`src/rtl/fm_wm_prod_writer.sv`:
```
// fm_wm_prod_writer
// Takes a row-major stream of FM x WM product elements and writes each one
// to the scratch-pad at BASE_ADDRESS + row*WEIGHT_COLS + col. A pass is
// started by a one-cycle start pulse and covers FEATURE_ROWS*WEIGHT_COLS
// elements. The pass ends with a one-cycle done pulse.
//
// Ports
//   clk, reset        rising-edge clock, synchronous active-high reset
//   start             one-cycle pulse, begins a pass (only honoured in IDLE)
//   product_valid     product_data carries an element
//   product_data      product element
//   product_ready     element accepted when product_valid && product_ready
//   scratch_wr_en     write strobe, one cycle after the accept
//   scratch_wr_addr   write address (held while scratch_wr_en is low)
//   scratch_wr_data   write data    (held while scratch_wr_en is low)
//   row_count         row index of the next element to accept
//   col_count         column index of the next element to accept
//   busy              high in every state except IDLE
//   done              one-cycle end-of-pass pulse
module fm_wm_prod_writer #(
    parameter int FEATURE_ROWS          = 6,
    parameter int WEIGHT_COLS           = 3,
    parameter int DOT_PROD_WIDTH        = 16,
    parameter int ADDRESS_WIDTH         = 13,
    parameter int BASE_ADDRESS          = 0,
    parameter int COUNTER_FEATURE_WIDTH = $clog2(FEATURE_ROWS),
    parameter int COUNTER_WEIGHT_WIDTH  = $clog2(WEIGHT_COLS)
) (
    input  logic                             clk,
    input  logic                             reset,
    input  logic                             start,
    input  logic                             product_valid,
    input  logic [DOT_PROD_WIDTH-1:0]        product_data,
    output logic                             product_ready,
    output logic                             scratch_wr_en,
    output logic [ADDRESS_WIDTH-1:0]         scratch_wr_addr,
    output logic [DOT_PROD_WIDTH-1:0]        scratch_wr_data,
    output logic [COUNTER_FEATURE_WIDTH-1:0] row_count,
    output logic [COUNTER_WEIGHT_WIDTH-1:0]  col_count,
    output logic                             busy,
    output logic                             done
);

    typedef enum logic [1:0] {
        IDLE  = 2'd0,
        WRITE = 2'd1,
        FLUSH = 2'd2,
        DONE  = 2'd3
    } state_t;

    localparam logic [COUNTER_FEATURE_WIDTH-1:0] ROW_LAST = COUNTER_FEATURE_WIDTH'(FEATURE_ROWS - 1);
    localparam logic [COUNTER_WEIGHT_WIDTH-1:0]  COL_LAST = COUNTER_WEIGHT_WIDTH'(WEIGHT_COLS - 1);

    state_t                             state_q;
    logic                               ready_q;
    logic                               wr_en_q;
    logic [ADDRESS_WIDTH-1:0]           wr_addr_q;
    logic [DOT_PROD_WIDTH-1:0]          wr_data_q;
    logic [COUNTER_FEATURE_WIDTH-1:0]   row_q;
    logic [COUNTER_WEIGHT_WIDTH-1:0]    col_q;
    logic                               busy_q;
    logic                               done_q;

    logic [ADDRESS_WIDTH-1:0]           wr_addr_d;

    // All terms are brought to ADDRESS_WIDTH first so the sum wraps modulo
    // 2^ADDRESS_WIDTH (a base near the top of memory rolls over to 0).
    always_comb begin
        wr_addr_d = ADDRESS_WIDTH'(BASE_ADDRESS)
                  + ADDRESS_WIDTH'(row_q) * ADDRESS_WIDTH'(WEIGHT_COLS)
                  + ADDRESS_WIDTH'(col_q);
    end

    always_ff @(posedge clk) begin
        if (reset) begin
            state_q   <= IDLE;
            ready_q   <= 1'b0;
            wr_en_q   <= 1'b0;
            wr_addr_q <= '0;
            wr_data_q <= '0;
            row_q     <= '0;
            col_q     <= '0;
            busy_q    <= 1'b0;
            done_q    <= 1'b0;
        end else begin
            // Strobes default low; address/data registers hold between writes.
            wr_en_q <= 1'b0;
            done_q  <= 1'b0;
            case (state_q)
                IDLE: begin
                    if (start) begin
                        state_q <= WRITE;
                        ready_q <= 1'b1;
                        busy_q  <= 1'b1;
                        row_q   <= '0;
                        col_q   <= '0;
                    end
                end
                WRITE: begin
                    // ready_q is high throughout WRITE, so valid alone is an accept.
                    if (product_valid) begin
                        wr_en_q   <= 1'b1;
                        wr_addr_q <= wr_addr_d;
                        wr_data_q <= product_data;
                        if (col_q == COL_LAST) begin
                            col_q <= '0;
                            if (row_q == ROW_LAST) begin
                                // Last element: its write shows up during FLUSH.
                                row_q   <= '0;
                                state_q <= FLUSH;
                                ready_q <= 1'b0;
                            end else begin
                                row_q <= row_q + 1'b1;
                            end
                        end else begin
                            col_q <= col_q + 1'b1;
                        end
                    end
                end
                FLUSH: begin
                    state_q <= DONE;
                    done_q  <= 1'b1;
                end
                DONE: begin
                    state_q <= IDLE;
                    busy_q  <= 1'b0;
                end
                default: begin
                    state_q <= IDLE;
                    ready_q <= 1'b0;
                    busy_q  <= 1'b0;
                end
            endcase
        end
    end

    assign product_ready   = ready_q;
    assign scratch_wr_en   = wr_en_q;
    assign scratch_wr_addr = wr_addr_q;
    assign scratch_wr_data = wr_data_q;
    assign row_count       = row_q;
    assign col_count       = col_q;
    assign busy            = busy_q;
    assign done            = done_q;

endmodule
```
`config.mk`:
```
export PLATFORM = sky130hd
export DESIGN_NAME = fm_wm_prod_writer
export DESIGN_NICKNAME = d
export VERILOG_FILES = /design/src/rtl/fm_wm_prod_writer.sv
export SDC_FILE = /design/constraint.sdc
export NUM_CORES = 1
export LEC_CHECK = 0
export CAP_MARGIN = 10
export CORE_MARGIN = 2
export CORE_UTILIZATION = 40
export DETAILED_ROUTE_END_ITERATION = 8
export PLACE_DENSITY = 0.73
export SKIP_CTS_REPAIR_TIMING = 1
export SYNTH_ARGS = -nofsm -noshare
export SYNTH_HDL_FRONTEND = slang
export SYNTH_SLANG_ARGS = --single-unit
```
`constraint.sdc`:
```
create_clock -name clk -period 2.6 [get_ports clk]
set_clock_uncertainty 0.05 [all_clocks]
set_input_delay 0.39 -clock clk [delete_from_list [all_inputs] [get_ports clk]]
set_output_delay 0.39 -clock clk [all_outputs]
set_load 0.005 [all_outputs]
```
==> flow_summary.toml <==
[status]
outcome = "complete, no violations"

[critical_path]
worstSetupPathType = "flop to flop"
r2r-start = "row_count[0]$_SDFFE_PP0P_"
cp-startpoint = "row_count[0]$_SDFFE_PP0P_"
cpMaxStageDelayCell = "dfxtp_1"
rr_worst_depth = 5
slowest_delay_ps = 470
critPathRequiredTime_ps = 2750
crit_fanout = 7
cp-start-kind = "flop"
cp-endpoint = "scratch_wr_addr[3]$_SDFFE_PP0P_"
r2r_setup_slack_ps = 570
r2r_end = "scratch_wr_addr[3]$_SDFFE_PP0P_"
endpoint_kind = "flop"
path_common_cell = "fa_1"
path_cells = "fa_1 > ha_1 > fa_1 > xnor2_1 > a211oi_1"
worstPathArrival_ps = 2180

[clocking]
cts.path.max_buffers = 2
clockRootBuffer = "clkbuf_8"
cts_buffers = 5
cts_max_level = 2
cts_sinks = 32
path_clk_slew_ps = 70
cts_tree = "yes"
worstSkewPairLatency_ps = 280

[timing]
rsz0062_at_grt = "false"
fmax_ghz = 0.4919
period_share = 0.7819
slew_viol_final = 0
timing.final.crit_period_ps = 2033
finalHoldViolations = 0
fin_setup_tns_ps = 0
whs_ps = 403.1
setup_viol = 0

[routing]
first_iter_violations = 56
firstDrtPassIters = 4
totalWireLength_um = 3179
wl_met2_um = 1515
met3WireLength_um = 220
num_vias = 1280
met1_length_um = 1408
routedWlPerCell_um = 11.60
viasPerCell = 4.672
drc = 0
ant_nets = 0
top_layer_used = "met4"

[pwr]
leakagePower_nw = 0.8500
p_total_mw = 1.600
irDropWorstVdd_v = 0.0003108
power.density_nw_per_um2 = 736.6

[synthesis]
yosysUniqueCellTypes = 43
synth_warnings = 0
syn_avg_cell_area_um2 = 8.923
netlist.top_cell.by_area = "dfxtp_1"
netlist.area_leader.share = 0.4103
yosysMostFrequentCell = "nand2_1"
ys_seq_area_frac = 0.4103
synth_flop_cell = "dfxtp_1"
syn_area_um2 = 1561
ys_seq_elements = 32
yosys-top-cells-area = "dfxtp_1 (41%), ha_1 (9.6%), nand2_1 (9.4%), a21oi_1 (6.7%), buf_4 (3.8%)"
synth_edf_count = 0
netlist_instances = 175
netlist_top_cells_count = "nand2_1 (39), dfxtp_1 (32), a21oi_1 (21)"
postSynth.asyncResetShare = 0

[final_layout]
layout-drive-gt1-share = 0.08850
area_growth_pct = 39.10
design_area_um2 = 2172
nets = 259
antennaDiodeCount = 0

[floorplan]
fp.dieH_um = 66.48
die-width_um = 66.48
initial_core_util = 0.4202
core.rowCount = 22
core_um2 = 3716
die-area_um2 = 4420
io_pins = 58

[global_routing]
grt_use_total = 0.1619
grt_pass1_wl_um = 5520
antenna_found_initial = 0
grt_max_degree = 26
grt_pass1_vias = 1280
grt_overflow = 0

[job]
maxCapViolations = 0

[placement]
placed_area_um2 = 2064
port_buffers = 49
gp_congestion = 0.7774
dp_hpwl_um = 2318

[min_path]
hp-class = "flop to flop"
-- state kept, by name, summed over array words and instances (netlist names) --
register / flops
row_count: 3
done: 1
state_q: 2
scratch_wr_en: 1
scratch_wr_data: 16
scratch_wr_addr: 5
product_ready: 1
busy: 1
col_count: 2
-- final cells by class --
cell class	instances	area, um^2
multi-input cells	126	817.0
fillers	345	1544
clock buffers	6	72.57
repair buffers	53	520.5
flip-flops and latches	32	640.6
inverters	7	26.28
well taps	48	60.06
clock inverters	2	35.03
-- per-layer routing --
| layer | track usage | up-vias |
|---|---|---|
| li1 | - | 668 |
| met1 | 0.1813 | 569 |
| met2 | 0.2850 | 38 |
| met3 | 0.06081 | 5 |
| met4 | 0.04592 | 0 |
| met5 | 0 | - |
-- critical path: cells and delay by family, from the launching register on --
| family | cells | cell delay [ps] |
|---|---|---|
| adder cells (fa/ha/maj) | 3 | 1080 |
| XOR/XNOR | 1 | 140 |
| flip-flops | 1 | 470 |
| AO/OA/AOI/OAI | 1 | 210 |
-- worst min-delay path by stage --
stage / start / end / slack [ps] / depth (start not counted)
floorplan: scratch_wr_addr[0]$_SDFFE_PP0P_ / scratch_wr_addr[0]$_SDFFE_PP0P_ / 400 / 2
global placement: scratch_wr_data[1]$_SDFFE_PP0P_ / scratch_wr_data[1]$_SDFFE_PP0P_ / 390 / 2
detailed placement: scratch_wr_data[11]$_SDFFE_PP0P_ / scratch_wr_data[11]$_SDFFE_PP0P_ / 400 / 2
CTS: scratch_wr_data[2]$_SDFFE_PP0P_ / scratch_wr_data[2]$_SDFFE_PP0P_ / 410 / 2
global route: scratch_wr_data[12]$_SDFFE_PP0P_ / scratch_wr_data[12]$_SDFFE_PP0P_ / 420 / 2
finish: scratch_wr_data[8]$_SDFFE_PP0P_ / scratch_wr_data[8]$_SDFFE_PP0P_ / 400 / 2
-- cell usage in the layout, fill, tap and decap left out, drive strengths merged, types with 2 or more instances in the layout --
master,synthesis,layout
a211oi,3,3
a21boi,2,2
a21oi,21,21
a311oi,2,2
buf,11,4
clkbuf,6,6
clkdlybuf4s50,0,49
conb,1,8
dfxtp,32,32
fa,2,2
ha,12,12
inv,7,7
mux2,2,2
mux2i,2,2
nand2,39,39
nand2b,5,5
nand3b,2,2
nor2,3,3
nor2b,4,4
nor3,2,2
-- power breakdown --
part           leakage (nW)  internal, mW  switching (mW)
clock                0.0552         0.284           0.183
sequential            0.260         0.560          0.0460
combinational         0.535         0.284           0.243
-- metrics by stage --
stage / std cells / setup slack [ps] / utilization
after floorplan: 182 / 678.5 / -
after global placement: 266 / 637.6 / 0.5556
after detailed placement: 266 / 556.0 / 0.5556
after CTS: 274 / 553.0 / 0.5845
after global routing: 274 / 473.5 / 0.5845
final: 274 / 566.9 / 0.5845
-- logic make-up (layout without fill, tap and decap cells) --
family          count (synthesis)  in the layout  share of synthesized area
fa+ha+maj                      14             14                     0.1218
simple gates                   62             62                     0.1875
flops                          32             32                     0.4103
other cells                     1              8                   0.002402
buf+inv                        24             68                    0.08333
mux                             4              4                    0.02964
compound gates                 37             37                     0.1595
xor+xnor                        1              1                   0.005610
Power figures use the tool's default switching activity.
